$ cat src/rtl/fetch_pc_gen_if.sv
`default_nettype none
// ============================================================================
//  Module      : fetch_pc_gen_if
//  Description : Bundles the fetch-PC generator's control, instruction-memory
//                and F/D-register signals into one interface.
//                master : the fetch_pc_gen block itself
//                slave  : hazard unit / branch resolution / imem / F/D reg
//  Ports       : F_stall_i, redirect_i, redirect_pc_i      (control in)
//                imem_req_o, imem_addr_o                   (imem request)
//                imem_gnt_i, imem_rvalid_i, imem_rdata_i   (imem response)
//                instr_o, F_PC_o, F_nPC_o, F_commit_o      (to F/D register)
//                F_misalign_o  (only with FETCH_MISALIGN_CHK_EN defined)
//  Revision    : 1.0 - initial release
// ============================================================================
interface fetch_pc_gen_if #(
   parameter int unsigned PC_WIDTH    = 32,
   parameter int unsigned INSTR_WIDTH = 32
);
   logic                   F_stall_i;
   logic                   redirect_i;
   logic [PC_WIDTH-1:0]    redirect_pc_i;
   logic                   imem_req_o;
   logic [PC_WIDTH-1:0]    imem_addr_o;
   logic                   imem_gnt_i;
   logic                   imem_rvalid_i;
   logic [INSTR_WIDTH-1:0] imem_rdata_i;
   logic [INSTR_WIDTH-1:0] instr_o;
   logic [PC_WIDTH-1:0]    F_PC_o;
   logic [PC_WIDTH-1:0]    F_nPC_o;
   logic                   F_commit_o;
`ifdef FETCH_MISALIGN_CHK_EN
   logic                   F_misalign_o;
`endif

   modport master (
      input  F_stall_i, redirect_i, redirect_pc_i,
      input  imem_gnt_i, imem_rvalid_i, imem_rdata_i,
      output imem_req_o, imem_addr_o,
      output instr_o, F_PC_o, F_nPC_o, F_commit_o
`ifdef FETCH_MISALIGN_CHK_EN
      , output F_misalign_o
`endif
   );

   modport slave (
      output F_stall_i, redirect_i, redirect_pc_i,
      output imem_gnt_i, imem_rvalid_i, imem_rdata_i,
      input  imem_req_o, imem_addr_o,
      input  instr_o, F_PC_o, F_nPC_o, F_commit_o
`ifdef FETCH_MISALIGN_CHK_EN
      , input F_misalign_o
`endif
   );
endinterface
`default_nettype wire

$ cat src/rtl/fetch_pc_gen.sv
`default_nettype none
// ============================================================================
//  Module      : fetch_pc_gen
//  Description : Front half of the fetch stage. Owns the architectural fetch
//                PC, keeps at most one instruction-memory request in flight
//                and presents the fetched instruction, its PC, PC+4 (static
//                not-taken prediction) and a commit flag to the F/D register.
//                Redirects have priority in every state; F-stall holds the
//                presented instruction.
//  Ports       : clk_i  - clock, rising edge
//                rst    - asynchronous active-high reset
//                bus    - fetch_pc_gen_if.master (control, imem, F/D outputs)
//  Options     : FETCH_MISALIGN_CHK_EN - when defined, a PC with nonzero
//                low bits is not requested; a NOP is presented instead with
//                F_misalign_o set.
//  Revision    : 1.0 - initial release
// ============================================================================
module fetch_pc_gen #(
   parameter int unsigned           PC_WIDTH    = 32,
   parameter int unsigned           INSTR_WIDTH = 32,
   parameter logic [PC_WIDTH-1:0]   RESET_PC    = 32'h0000_0000,
   parameter logic [INSTR_WIDTH-1:0] NOP_INSTR  = 32'h0000_0013
) (
   input  logic              clk_i,
   input  logic              rst,
   fetch_pc_gen_if.master    bus
);

   localparam logic [PC_WIDTH-1:0] c_PC_INC  = PC_WIDTH'(4);
   localparam logic [PC_WIDTH-1:0] c_PC_ZERO = '0;

   typedef enum logic [1:0] {
      ST_REQ   = 2'd0,
      ST_WAIT  = 2'd1,
      ST_VALID = 2'd2
   } state_t;

   state_t                 r_state,  w_state_nxt;
   logic [PC_WIDTH-1:0]    r_pc,     w_pc_nxt;
   logic                   r_drop,   w_drop_nxt;
   logic [INSTR_WIDTH-1:0] r_instr,  w_instr_nxt;
   logic [PC_WIDTH-1:0]    r_fpc,    w_fpc_nxt;
   logic [PC_WIDTH-1:0]    r_fnpc,   w_fnpc_nxt;
   logic                   r_commit, w_commit_nxt;
   logic [PC_WIDTH-1:0]    w_pc_plus4;
   logic                   w_req;
`ifdef FETCH_MISALIGN_CHK_EN
   logic                   r_misalign, w_misalign_nxt;
   logic                   w_pc_misaligned;

   assign w_pc_misaligned = |r_pc[1:0];
`endif

   // Wraps modulo 2^PC_WIDTH by construction.
   assign w_pc_plus4 = r_pc + c_PC_INC;

   // ------------------------------------------------------------------------
   // State and output registers
   // ------------------------------------------------------------------------
   always_ff @(posedge clk_i or posedge rst) begin
      if (rst) begin
         r_state    <= ST_REQ;
         r_pc       <= RESET_PC;
         r_drop     <= 1'b0;
         r_instr    <= NOP_INSTR;
         r_fpc      <= c_PC_ZERO;
         r_fnpc     <= c_PC_ZERO;
         r_commit   <= 1'b0;
`ifdef FETCH_MISALIGN_CHK_EN
         r_misalign <= 1'b0;
`endif
      end else begin
         r_state    <= w_state_nxt;
         r_pc       <= w_pc_nxt;
         r_drop     <= w_drop_nxt;
         r_instr    <= w_instr_nxt;
         r_fpc      <= w_fpc_nxt;
         r_fnpc     <= w_fnpc_nxt;
         r_commit   <= w_commit_nxt;
`ifdef FETCH_MISALIGN_CHK_EN
         r_misalign <= w_misalign_nxt;
`endif
      end
   end

   // ------------------------------------------------------------------------
   // Next-state and request logic
   // ------------------------------------------------------------------------
   always_comb begin
      w_state_nxt    = r_state;
      w_pc_nxt       = r_pc;
      w_drop_nxt     = r_drop;
      w_instr_nxt    = r_instr;
      w_fpc_nxt      = r_fpc;
      w_fnpc_nxt     = r_fnpc;
      w_commit_nxt   = r_commit;
`ifdef FETCH_MISALIGN_CHK_EN
      w_misalign_nxt = r_misalign;
`endif
      w_req          = 1'b0;

      unique case (r_state)
         ST_REQ: begin
            // rst gates the request so nothing is issued while reset is held,
            // independent of the (already reset) state register.
            w_req = ~bus.redirect_i & ~rst;
`ifdef FETCH_MISALIGN_CHK_EN
            w_req = w_req & ~w_pc_misaligned;
`endif
            if (bus.redirect_i) begin
               w_pc_nxt = bus.redirect_pc_i;
            end
`ifdef FETCH_MISALIGN_CHK_EN
            else if (w_pc_misaligned) begin
               // Present a flagged NOP instead of touching memory.
               w_instr_nxt    = NOP_INSTR;
               w_fpc_nxt      = r_pc;
               w_fnpc_nxt     = w_pc_plus4;
               w_commit_nxt   = 1'b1;
               w_misalign_nxt = 1'b1;
               w_state_nxt    = ST_VALID;
            end
`endif
            else if (bus.imem_gnt_i) begin
               w_state_nxt = ST_WAIT;
            end
         end

         ST_WAIT: begin
            if (bus.redirect_i) begin
               w_pc_nxt = bus.redirect_pc_i;
            end
            if (bus.imem_rvalid_i) begin
               if (r_drop || bus.redirect_i) begin
                  // Response belongs to a squashed fetch path.
                  w_drop_nxt  = 1'b0;
                  w_state_nxt = ST_REQ;
               end else begin
                  w_instr_nxt  = bus.imem_rdata_i;
                  w_fpc_nxt    = r_pc;
                  w_fnpc_nxt   = w_pc_plus4;
                  w_commit_nxt = 1'b1;
                  w_state_nxt  = ST_VALID;
               end
            end else if (bus.redirect_i) begin
               // Request still in flight: remember to throw its data away.
               w_drop_nxt = 1'b1;
            end
         end

         ST_VALID: begin
            // A redirect flushes even while the F/D register is stalled.
            if (bus.redirect_i || !bus.F_stall_i) begin
               w_pc_nxt       = bus.redirect_i ? bus.redirect_pc_i : w_pc_plus4;
               w_instr_nxt    = NOP_INSTR;
               w_fpc_nxt      = c_PC_ZERO;
               w_fnpc_nxt     = c_PC_ZERO;
               w_commit_nxt   = 1'b0;
`ifdef FETCH_MISALIGN_CHK_EN
               w_misalign_nxt = 1'b0;
`endif
               w_state_nxt    = ST_REQ;
            end
         end

         default: begin
            w_state_nxt = ST_REQ;
         end
      endcase
   end

   // ------------------------------------------------------------------------
   // Output drive
   // ------------------------------------------------------------------------
   assign bus.imem_req_o   = w_req;
   assign bus.imem_addr_o  = r_pc;
   assign bus.instr_o      = r_instr;
   assign bus.F_PC_o       = r_fpc;
   assign bus.F_nPC_o      = r_fnpc;
   assign bus.F_commit_o   = r_commit;
`ifdef FETCH_MISALIGN_CHK_EN
   assign bus.F_misalign_o = r_misalign;
`endif

endmodule
`default_nettype wire

$ cat src/flat_wrapper.sv
// flat-port wrapper written by rule: the top's interface ports become plain ports
module fetch_pc_gen_flat 
#(
   parameter int unsigned           PC_WIDTH    = 32,
   parameter int unsigned           INSTR_WIDTH = 32,
   parameter logic [PC_WIDTH-1:0]   RESET_PC    = 32'h0000_0000,
   parameter logic [INSTR_WIDTH-1:0] NOP_INSTR  = 32'h0000_0013
)
  (clk_i, rst, bus_F_stall_i, bus_redirect_i, bus_redirect_pc_i, bus_imem_gnt_i, bus_imem_rvalid_i, bus_imem_rdata_i, bus_imem_req_o, bus_imem_addr_o, bus_instr_o, bus_F_PC_o, bus_F_nPC_o, bus_F_commit_o);
  fetch_pc_gen_if #(.PC_WIDTH(PC_WIDTH), .INSTR_WIDTH(INSTR_WIDTH)) bus_i ();
  input  logic clk_i;
  input  logic rst;
  input wire logic [$bits(bus_i.F_stall_i)-1:0] bus_F_stall_i;
  input wire logic [$bits(bus_i.redirect_i)-1:0] bus_redirect_i;
  input wire logic [$bits(bus_i.redirect_pc_i)-1:0] bus_redirect_pc_i;
  input wire logic [$bits(bus_i.imem_gnt_i)-1:0] bus_imem_gnt_i;
  input wire logic [$bits(bus_i.imem_rvalid_i)-1:0] bus_imem_rvalid_i;
  input wire logic [$bits(bus_i.imem_rdata_i)-1:0] bus_imem_rdata_i;
  output wire logic [$bits(bus_i.imem_req_o)-1:0] bus_imem_req_o;
  output wire logic [$bits(bus_i.imem_addr_o)-1:0] bus_imem_addr_o;
  output wire logic [$bits(bus_i.instr_o)-1:0] bus_instr_o;
  output wire logic [$bits(bus_i.F_PC_o)-1:0] bus_F_PC_o;
  output wire logic [$bits(bus_i.F_nPC_o)-1:0] bus_F_nPC_o;
  output wire logic [$bits(bus_i.F_commit_o)-1:0] bus_F_commit_o;
  assign bus_i.F_stall_i = bus_F_stall_i;
  assign bus_i.redirect_i = bus_redirect_i;
  assign bus_i.redirect_pc_i = bus_redirect_pc_i;
  assign bus_i.imem_gnt_i = bus_imem_gnt_i;
  assign bus_i.imem_rvalid_i = bus_imem_rvalid_i;
  assign bus_i.imem_rdata_i = bus_imem_rdata_i;
  assign bus_imem_req_o = bus_i.imem_req_o;
  assign bus_imem_addr_o = bus_i.imem_addr_o;
  assign bus_instr_o = bus_i.instr_o;
  assign bus_F_PC_o = bus_i.F_PC_o;
  assign bus_F_nPC_o = bus_i.F_nPC_o;
  assign bus_F_commit_o = bus_i.F_commit_o;
  fetch_pc_gen #(.PC_WIDTH(PC_WIDTH), .INSTR_WIDTH(INSTR_WIDTH), .RESET_PC(RESET_PC), .NOP_INSTR(NOP_INSTR)) u_core (.clk_i(clk_i), .rst(rst), .bus(bus_i));
endmodule
$ cat config.mk
export PLATFORM = sky130hd
export DESIGN_NAME = fetch_pc_gen_flat
export DESIGN_NICKNAME = d
export VERILOG_FILES = /design/src/rtl/fetch_pc_gen_if.sv /design/src/rtl/fetch_pc_gen.sv /design/src/flat_wrapper.sv
export SDC_FILE = /design/constraint.sdc
export NUM_CORES = 1
export LEC_CHECK = 0
export ABC_AREA = 1
export BUFFER_PORTS_ARGS = -buffer_cell sky130_fd_sc_hd__clkbuf_2
export CAP_MARGIN = 20
export CORE_AREA = 2 2 94 142
export CTS_BUF_LIST = sky130_fd_sc_hd__clkbuf_8
export DETAILED_ROUTE_END_ITERATION = 16
export DIE_AREA = 0 0 96 144
export PLACE_DENSITY_LB_ADDON = 0.1
export SLEW_MARGIN = 0
export SYNTH_ARGS = -nofsm -noshare
export SYNTH_HDL_FRONTEND = slang
export SYNTH_SLANG_ARGS = --single-unit
$ cat constraint.sdc
create_clock -name clk_i -period 5.7 [get_ports clk_i]
set_input_delay 1.14 -clock clk_i [delete_from_list [all_inputs] [get_ports clk_i]]
set_output_delay 1.14 -clock clk_i [all_outputs]
set_load 0.01 [all_outputs]
==> reports/results.tsv, run 1 <==
stage	metric	value	unit
outcome	status	finished clean	
timing	Final Hold Viols	0	
critical_path	critical path cell sequence	clkbuf_2 -> nor2_8 -> nand2_2 -> nand2_1 -> inv_2 -> o21a_1 -> nand2_1 -> nand2_1	
detailed_routing	mean number of vias per cell	5.27	
timing	Period minus WS final	3.29	ns
clocking	clock insertion delay at the later pin of the skew report	0.45	ns
finish	area grow syn2layout	23.9	%
critical_path	Setup CP Type	primary input to flip-flop	
floorplanning	Rows	51	
floorplanning	I/O Pins	200	
timing	max-slew violations	0	
power_and_ir_drop	Comb power frac	0.353	
timing	worst-margin pin slew	0.886	ns
floorplanning	Die Wd	96	µm
logic_synthesis	Async SR Flop Fraction	1.00	
clocking	htree depth	4	
logic_synthesis	synth warn	0	
timing	Setup WS post-layout	2.41	ns
timing	max_slew headroom	0.408	
critical_path	CP bufs+invs	2	
floorplanning	Starting Density	0.479	
logic_synthesis	Syn Nets	805	
critical_path	crit path DAT	3.62	ns
clocking	Sink Count	130	
power_and_ir_drop	Internal	2280	µW
clocking	Clk Tree Root Cell	clkbuf_8	
floorplanning	Core ar.	12700	µm²
global_routing	total track usage	0.262	
worst_hold_path	min-delay worst type	flip-flop to flip-flop	
power_and_ir_drop	sw frac	0.392	
logic_synthesis	post-synthesis sequential area ratio	0.535	
timing	clk_skew	0.00920	ns
critical_path	crit start category	primary input	
detailed_routing	final WL	17600	µm
detailed_routing	via count	5765	
clocking	cts repair resizes	0	
critical_path	nature of the critical path endpoint	flip-flop	
finish	share of post-route cells with drive strength above 1	0.266	
logic_synthesis	top cells by area, synth	dfrtp_1 52%, nand2_1 16%, a22o_1 5.3%	
critical_path	delay-heaviest family, CP	simple AND/OR/NAND/NOR gates	
logic_synthesis	Main synth FF type	dfrtp_1	
logic_synthesis	area leader, netlist	dfrtp_1	
detailed_routing	length of the first detailed-routing pass in iterations	5	
clocking	clock buffer depth	2	
critical_path	Reg-to-Reg Start	u_core.r_state[0]	
place	DP Worst Slack	1.95	ns
critical_path	critical path's largest stage delay	0.71	ns
logic_synthesis	Distinct cells, synth	29	
power_and_ir_drop	leakage	0.00405	µW
clocking	Clk pin slew, worst setup/hold paths	0.08	ns
timing	Setup violations, final	0	
finish	Final nets	992	
finish	n_diodes	0	
finish	final core occ	0.594	
logic_synthesis	Mapped Area	6080	µm²
critical_path	Crit Path Max Fanout	46	
critical_path	beginning of the critical path	bus_redirect_i	
timing	RSZ-0062 raised after global routing	false	
power_and_ir_drop	net switching power	1470	µW
logic_synthesis	Mean Syn Cell Area	8.29	µm²
run	Max Cap Viol	0	
global_routing	largest net degree at the start of global routing	95	
place	port bufs	199	
logic_synthesis	area share of the largest cell type after synthesis	0.522	
clocking	CTS Buf Count	17	
critical_path	crit-path most repeated cell	nand2_1	
detailed_routing	# DRC	0	
power_and_ir_drop	Power Density	497	nW/µm²
detailed_routing	Routed Antenna Nets	0	
power_and_ir_drop	part of the power in registers	0.419	
floorplanning	Die H	144	µm
global_routing	vias in the first global route	5711	
floorplanning	Die ar.	13800	µm²
power_and_ir_drop	proportion of power drawn by the clock network	0.227	
global_routing	first-pass GRT wire length	27600	µm
logic_synthesis	most frequent cell after synthesis	nand2_1	
power_and_ir_drop	Max IR drop VDD	0.296	mV
critical_path	CP max-delay cell	nand2_1	
logic_synthesis	Cells after Synth	734	
logic_synthesis	Synth top cells by count	265 x nand2_1, 127 x dfrtp_1, 76 x nor2_1	
global_routing	global route overflow	0	
clocking	post-CTS setup buffers	0	
clocking	TritonCTS clock tree	yes	
global_routing	initial antenna violation count	0	
timing	crit share post-route	0.577	
detailed_routing	drt initial violations	274	
timing	post-route setup TNS	0	ns
worst_hold_path	hold_sp	u_core.bus.F_nPC_o[17]	
place	routability-driven placement congestion ratio	0.922	
clocking	hold buffer count at CTS	0	
place	dpl hpwl	12500	µm
critical_path	CP Data Required Time	6.04	ns
power_and_ir_drop	total power	3750	µW
timing	Max Clock Freq	304	MHz
logic_synthesis	EDFF count, synth	0	
detailed_routing	Avg WL per Cell	16.1	µm
logic_synthesis	synthesis-stage register bit count	130	
metal layers:
metal | GRT usage | vias to the layer above | share of wire
li1 | - | 2747 | -
met1 | 0.311 | 2751 | 0.39
met2 | 0.435 | 229 | 0.51
met3 | 0.0724 | 38 | 0.065
met4 | 0.123 | 0 | 0.035
met5 | 0 | - | 0
power groups by stage:
stage          clock network (µW)  logic (µW)  registers, µW
6_report                      851        1320           1570
5_1_grt                       903        1480           1620
4_1_cts                       863        1340           1570
3_5_place_dp                    0        1340           1580
3_3_place_gp                    0        1310           1570
2_1_floorplan                   0         630           1700
state kept, by name, summed over array words and instances (netlist names):
signal and count:
u_core.bus.instr_o 32, u_core.r_drop 1, u_core.bus.F_nPC_o 32, u_core.r_state 2
u_core.bus.F_PC_o 30, u_core.bus.F_commit_o 1, u_core.bus.imem_addr_o 32
placed cells by master (no fill, tap or decap), types with 2 or more instances in the layout:
cell and instances:
xor2_1 7, clkinv_4 2, clkbuf_2 199, nand2_1 265, nand3_1 29, nand4_1 2, clkinvlp_4 2, nor2_1 76
buf_4 2, o21a_1 14, o21ai_1 29, dfrtp_1 127, dfstp_2 3, o21ai_0 28, clkinv_2 2, nand2_2 3
inv_1 46, a22o_1 37, inv_6 5, inv_2 3, o22ai_1 6, bufinv_16 3, a21oi_1 15, clkbuf_8 18
per-stage QoR:
step | instances | cell area (µm²) | hold slack, ns
after floorplan | 734 | 6080 | 0.504
after global routing | 1093 | 7540 | 0.514
after detailed placement | 1060 | 7100 | 0.468
final | 1093 | 7540 | 0.485
after CTS | 1092 | 7520 | 0.487
after global placement | 1060 | 7100 | 0.458
worst min-delay path: stages, from the launching register on:
cell	delay, ns
dfrtp_1	0.35
nand2_1	0.05
nand2_1	0.05
worst paths after layout:
path                       slack (ns)                    endpoint  depth (start not counted)
setup reg to reg                 2.67  u_core.bus.imem_addr_o[22]                          9
hold / removal                   0.49      u_core.bus.F_nPC_o[17]                          2
setup / recovery                 2.41  u_core.bus.imem_addr_o[22]                          8
min in group asynchronous        0.86        u_core.bus.F_PC_o[4]                          2
max in group asynchronous        3.55       u_core.bus.instr_o[5]                          3
hold reg to reg                  0.49      u_core.bus.F_nPC_o[17]                          2
cell type report:
cell class / instances / area [µm²]
flip-flops and latches: 130 / 3260
repair buffers: 202 / 1030
clock buffers: 18 / 248
multi-input cells: 520 / 2440
clock inverters: 14 / 176
fillers: 1236 / 5160
inverters: 50 / 190
well taps: 159 / 199
logic make-up (layout without fill, tap and decap cells):
| kind of cell | count (synthesis) | in the layout | synth area share |
|---|---|---|---|
| buffers and inverters | 84 | 284 | 0.0652 |
| and+or+nand+nor | 381 | 381 | 0.249 |
| AOI/OAI and AO/OA | 131 | 131 | 0.138 |
| DFF | 130 | 130 | 0.535 |
| adders and majority gates | 1 | 1 | 0.00206 |
| xor gates and xnor gates | 7 | 7 | 0.0101 |
No activity file was read; power rests on OpenSTA's default activity.
==> run 2: changes to the inputs <==
clock period = 3.31 ns   (was 5.7 ns; I/O delays follow)
==> run 2 against run 1 <==
  * Hold slack lost 0.064 ns
  * Combinational power grew 73%
  * Clock skew increased by 0.0063 ns
  * Via count shrank 1.5%
  * First-iteration DRC count grew 34%
  * Total power up 70%
  * Flip-flop and latch count is the same
  * Die area did not move
  * Cell area hardly changed
  * Core utilization about the same
  * Highest routed layer unchanged
==> reports/results.tsv, run 2 (synthesized netlist as in run 1, its figures left out) <==
stage	metric	value	unit	change
finish	commonest non-fill, non-tap cell in the layout	nand2_1		unchanged
floorplanning	Core ar.	12700	µm²	unchanged
global_routing	vias in the first global route	5602		was 5711
finish	n_diodes	0		unchanged
detailed_routing	via count	5678		was 5765
timing	post-route setup TNS	0	ns	unchanged
detailed_routing	length of the first detailed-routing pass in iterations	4		was 5
place	dpl hpwl	12500	µm	about the same
global_routing	total track usage	0.265		was 0.262
detailed_routing	mean number of vias per cell	5.19		was 5.27
critical_path	crit path DAT	2.64	ns	was 3.62 ns
finish	Final nets	994		was 992
clocking	Clk pin slew, worst setup/hold paths	0.09	ns	was 0.08 ns
finish	most frequent cells in the layout	265 x nand2_1, 199 x clkbuf_2, 127 x dfrtp_1		unchanged
timing	Period minus WS final	2.31	ns	
global_routing	largest net degree at the start of global routing	131		was 95
clocking	CTS Buf Count	17		unchanged
floorplanning	Rows	51		unchanged
clocking	TritonCTS clock tree	yes		unchanged
critical_path	CP Data Required Time	3.65	ns	was 6.04 ns
critical_path	critical path cell sequence	inv_2 -> nand2_2 -> nor2_8 -> nand2_2 -> nand2_1 -> buf_4 -> inv_2 -> o21a_1 -> nand2_1 -> nand2_1		was clkbuf_2 -> nor2_8 -> nand2_2 -> nand2_1 -> inv_2 -> o21a_1 -> nand2_1 -> nand2_1
global_routing	first-pass GRT wire length	27700	µm	was 27600 µm
run	Max Cap Viol	0		unchanged
detailed_routing	final WL	17700	µm	was 17600 µm
worst_hold_path	min-delay worst type	primary input to asynchronous set/reset pin		was flip-flop to flip-flop
timing	worst-margin pin slew	0.719	ns	was 0.886 ns
finish	share of post-route cells with drive strength above 1	0.267		was 0.266
detailed_routing	# DRC	0		unchanged
timing	RSZ-0062 raised after global routing	false		unchanged
global_routing	global route overflow	0		unchanged
detailed_routing	drt initial violations	368		was 274
detailed_routing	Avg WL per Cell	16.2	µm	was 16.1 µm
outcome	status	finished clean		unchanged
power_and_ir_drop	Max IR drop VDD	0.520	mV	was 0.296 mV
critical_path	CP max-delay cell	dfrtp_1		was nand2_1
floorplanning	Die ar.	13800	µm²	unchanged
clocking	clock buffer depth	2		unchanged
critical_path	nature of the critical path endpoint	flip-flop		unchanged
finish	Final Instance Area	7550	µm²	was 7540 µm²
clocking	htree depth	4		unchanged
timing	max-slew violations	0		unchanged
finish	post-route insts no fill	1095		was 1093
critical_path	crit start category	flip-flop		was primary input
floorplanning	Die H	144	µm	unchanged
clocking	Sink Count	130		unchanged
critical_path	critical path's largest stage delay	0.42	ns	was 0.71 ns
global_routing	initial antenna violation count	0		unchanged
floorplanning	I/O Pins	200		unchanged
place	DP Cell Count	1063		was 1060
timing	crit share post-route	0.697		
power_and_ir_drop	leakage	0.00404	µW	was 0.00405 µW
clocking	clock insertion delay at the later pin of the skew report	0.45	ns	about the same
critical_path	Crit Path Max Fanout	39		was 46
timing	max_slew headroom	0.520		was 0.408
place	routability-driven placement congestion ratio	0.904		was 0.922
timing	Setup violations, final	0		unchanged
clocking	Clk Tree Root Cell	clkbuf_8		unchanged
finish	area grow syn2layout	24.0	%	was 23.9%
timing	clk_skew	0.0155	ns	was 0.00920 ns
floorplanning	Die Wd	96	µm	unchanged
place	port bufs	199		unchanged
detailed_routing	Routed Antenna Nets	0		unchanged
floorplanning	Starting Density	0.479		unchanged
timing	hold slack	0.421	ns	was 0.485 ns
finish	filler cell count	1186		was 1236
clocking	cts repair resizes	0		unchanged
timing	Final Hold Viols	0		unchanged
timing	Max Clock Freq	434	MHz	
finish	multi-input logic area	2440	µm²	unchanged
critical_path	worst r2r path cells	10		was 9
clocking	hold buffer count at CTS	0		unchanged
place	DP Area	7140	µm²	was 7100 µm²
critical_path	crit-path most repeated cell	nand2_1		unchanged
clocking	post-CTS setup buffers	0		unchanged
critical_path	Setup CP Type	flip-flop to flip-flop		was primary input to flip-flop
finish	storage element area	3260	µm²	unchanged
power_and_ir_drop	Power Density	845	nW/µm²	was 497 nW/µm²
## run 2: changes by cell type in the layout (fill, tap and decap cells not counted), sizes merged
cell | before | now
buf | 3 | 5
inv | 55 | 52
bufinv | 3 | 2
clkinvlp | 2 | 4
clkinv | 4 | 6
## run 2: worst max-delay path: cells and delay by family (launching register included)
family	cells	cell delay, ns
simple gates	6	0.85
buf+inv	3	0.67
flops	1	0.42
compound gates	1	0.22
## run 2: path summary, 6_finish.rpt
path | from | end | slack, ns
setup / recovery | u_core.r_state[0] | u_core.bus.imem_addr_o[17] | 1.00
max in group asynchronous | rst | u_core.bus.imem_addr_o[25] | 2.39
hold reg to reg | u_core.bus.F_commit_o | u_core.bus.F_commit_o | 0.48
setup reg to reg | u_core.r_state[0] | u_core.bus.imem_addr_o[17] | 1.00
hold / removal | rst | u_core.bus.imem_addr_o[0] | 0.42
min in group clk_i | bus_redirect_pc_i[1] | u_core.bus.imem_addr_o[1] | 0.42
## run 2: power breakdown
group / switching [µW] / total, µW / leakage [µW] / internal, µW
combinational: 1350 / 2280 / 0.00220 / 926
sequential: 492 / 2720 / 0.00165 / 2220
clock: 684 / 1380 / 0.000196 / 697
total: 2530 / 6380 / 0.00404 / 3850
## run 2: stage by stage
step / power [µW] / setup WS (ns) / util
floorplan: 4020 / 1.04 / -
global placement: 4980 / 0.887 / 0.563
detailed placement: 5040 / 0.787 / 0.563
CTS: 6440 / 1.04 / 0.594
global route: 6830 / 0.830 / 0.594
finish: 6380 / 1.00 / 0.594
## run 2: final cells by class
type / count / share of cell area
inverter: 50 / 0.0254
sequential: 130 / 0.432
clock buffer: 18 / 0.0328
tap: 159 / 0.0264
multi-input combinational: 520 / 0.323
timing repair buffer: 204 / 0.140
clock inverter: 14 / 0.0204
## run 2: per-layer routing
| metal | GRT usage | up-vias | part of all wire |
|---|---|---|---|
| met5 | 0 | - | 0 |
| met4 | 0.113 | 0 | 0.026 |
| met3 | 0.0667 | 28 | 0.066 |
| met2 | 0.454 | 220 | 0.51 |
| met1 | 0.310 | 2681 | 0.40 |
| li1 | - | 2749 | - |
==> run 3: changes to the inputs <==
clock period = 2.3 ns   (was 3.31 ns; I/O delays follow)
==> run 3 against run 2 <==
  * Non-clock buffer count increased by 7
  * Largest power group unchanged
  * Final cell count increased by 0.64%
  * Critical path type unchanged
  * Global-route usage increased by 0.68 points
  * Setup slack got worse by 0.65 ns
  * Sequential share of layout area decreased by 0.72 points
  * Clock power increased by 54%
  * Fmax increased by 18%
==> reports/results.tsv, run 3 (synthesized netlist as in run 1, its figures left out) <==
stage	metric	value	unit	change
finish	commonest non-fill, non-tap cell in the layout	nand2_1		unchanged
detailed_routing	final WL	18000	µm	was 17700 µm
power_and_ir_drop	Internal	5720	µW	was 3850 µW
detailed_routing	Avg WL per Cell	16.4	µm	was 16.2 µm
floorplanning	Starting Density	0.479		unchanged
power_and_ir_drop	sw frac	0.390		was 0.397
timing	Final Hold Viols	0		unchanged
finish	filler cell count	1188		was 1186
detailed_routing	# DRC	0		unchanged
finish	share of post-route cells with drive strength above 1	0.273		was 0.267
floorplanning	I/O Pins	200		unchanged
global_routing	vias in the first global route	5576		was 5602
floorplanning	Rows	51		unchanged
finish	n_diodes	0		unchanged
clocking	clock buffer depth	2		unchanged
clocking	Clk pin slew, worst setup/hold paths	0.08	ns	was 0.09 ns
critical_path	Setup CP Type	flip-flop to flip-flop		unchanged
power_and_ir_drop	leakage	0.00410	µW	was 0.00404 µW
global_routing	largest net degree at the start of global routing	95		was 131
worst_hold_path	min-delay worst type	primary input to flip-flop		was primary input to asynchronous set/reset pin
timing	post-route setup TNS	0	ns	unchanged
detailed_routing	length of the first detailed-routing pass in iterations	6		was 4
critical_path	CP Data Required Time	2.64	ns	was 3.65 ns
timing	hold slack	0.216	ns	was 0.421 ns
outcome	status	finished clean		unchanged
power_and_ir_drop	part of the power in registers	0.417		was 0.426
clocking	CTS Buf Count	17		unchanged
clocking	Clk Tree Root Cell	clkbuf_8		unchanged
critical_path	Crit Path Max Fanout	5		was 39
global_routing	first-pass GRT wire length	28400	µm	was 27700 µm
global_routing	total track usage	0.271		was 0.265
power_and_ir_drop	Comb power frac	0.357		was 0.358
clocking	TritonCTS clock tree	yes		unchanged
power_and_ir_drop	net switching power	3650	µW	was 2530 µW
timing	Setup WS post-layout	0.353	ns	was 1.00 ns
clocking	Sink Count	130		unchanged
clocking	htree depth	4		unchanged
finish	post-route insts no fill	1102		was 1095
clocking	clock insertion delay at the later pin of the skew report	0.45	ns	about the same
timing	worst-margin pin slew	0.586	ns	was 0.719 ns
timing	Period minus WS final	1.95	ns	was 2.31 ns
detailed_routing	mean number of vias per cell	5.17		was 5.19
global_routing	initial antenna violation count	0		unchanged
place	dpl hpwl	13100	µm	was 12500 µm
detailed_routing	drt initial violations	309		was 368
critical_path	r2r setup slk	0.35	ns	was 1.00 ns
detailed_routing	via count	5701		was 5678
timing	Max Clock Freq	514	MHz	was 434 MHz
critical_path	crit path DAT	2.28	ns	was 2.64 ns
critical_path	crit start category	flip-flop		unchanged
finish	most frequent cells in the layout	265 x nand2_1, 199 x clkbuf_2, 127 x dfrtp_1		unchanged
finish	area grow syn2layout	26.1	%	was 24.0%
timing	clk_skew	0.0127	ns	was 0.0155 ns
floorplanning	Die ar.	13800	µm²	unchanged
place	routability-driven placement congestion ratio	0.933		was 0.904
place	DP Worst Slack	0.235	ns	was 0.787 ns
run	Max Cap Viol	0		unchanged
detailed_routing	Routed Antenna Nets	0		unchanged
place	port bufs	199		unchanged
timing	max-slew violations	0		unchanged
floorplanning	Die H	144	µm	unchanged
power_and_ir_drop	proportion of power drawn by the clock network	0.227		was 0.217
place	DP Cell Count	1069		was 1063
timing	crit share post-route	0.847		was 0.697
floorplanning	Core ar.	12700	µm²	unchanged
floorplanning	Die Wd	96	µm	unchanged
power_and_ir_drop	Max IR drop VDD	0.602	mV	was 0.520 mV
critical_path	nature of the critical path endpoint	flip-flop		unchanged
timing	Setup violations, final	0		unchanged
power_and_ir_drop	Power Density	1220	nW/µm²	was 845 nW/µm²
finish	Final nets	1001		was 994
finish	final core occ	0.604		was 0.594
global_routing	global route overflow	0		unchanged
timing	max_slew headroom	0.609		was 0.520
timing	RSZ-0062 raised after global routing	false		unchanged
[run 3: power groups by stage]
| stage | clock network [µW] | registers (µW) | logic (µW) |
|---|---|---|---|
| CTS | 2170 | 3900 | 3390 |
| floorplan | 0 | 4220 | 1560 |
| global placement | 0 | 3900 | 3330 |
| global route | 2270 | 4020 | 3740 |
| detailed placement | 0 | 3920 | 3390 |
| finish | 2130 | 3900 | 3340 |
[run 3: final cells by class]
cell class,instances,area (µm²),share of cell area
repair buffers,211,1150,0.150
clock inverters,13,174,0.0227
clock buffers,19,262,0.0341
inverters,50,191,0.0249
multi-input cells,520,2440,0.318
well taps,159,199,0.0259
flip-flops and latches,130,3260,0.424
[run 3: metal layers]
| metal | up-vias | GRT usage | wire length (µm) |
|---|---|---|---|
| met4 | 0 | 0.125 | 591 |
| met3 | 37 | 0.0615 | 1080 |
| met2 | 202 | 0.447 | 9230 |
| met1 | 2691 | 0.335 | 7130 |
| li1 | 2771 | - | - |
| met5 | - | 0 | 0 |
[run 3: what timing repair did]
item	in CTS	in global routing
hold buffers	1	0
setup endpoints to repair	0	1
buffers inserted	0	0
hold endpoints to repair	8	0
gates resized for setup	0	1
[run 3: path summary, 6_finish.rpt]
check | depth (start not counted) | from | endpoint
hold / removal | 3 | bus_redirect_pc_i[1] | u_core.bus.imem_addr_o[1]
min in group asynchronous | 3 | rst | u_core.bus.imem_addr_o[0]
setup reg to reg | 10 | u_core.bus.imem_addr_o[3] | u_core.bus.imem_addr_o[26]
hold reg to reg | 2 | u_core.bus.F_commit_o | u_core.bus.F_commit_o
setup / recovery | 10 | u_core.bus.imem_addr_o[3] | u_core.bus.imem_addr_o[26]
max in group asynchronous | 4 | rst | u_core.bus.imem_addr_o[16]
[run 3: per-stage QoR]
step	area, µm²	total power, µW
final	7670	9370
after global routing	7670	10000
after detailed placement	7230	7310
after floorplan	6090	5780
after CTS	7670	9470
after global placement	7230	7230
[run 3: worst max-delay path, cell delays in order (launching register included)]
cell,delay [ns]
dfrtp_1,0.45
ha_1,0.29
inv_1,0.09
nor2_2,0.21
nand2_1,0.20
nor2_1,0.22
nand2_1,0.08
nand2_1,0.08
nand3_1,0.07
nand2_1,0.07
nand2_1,0.06
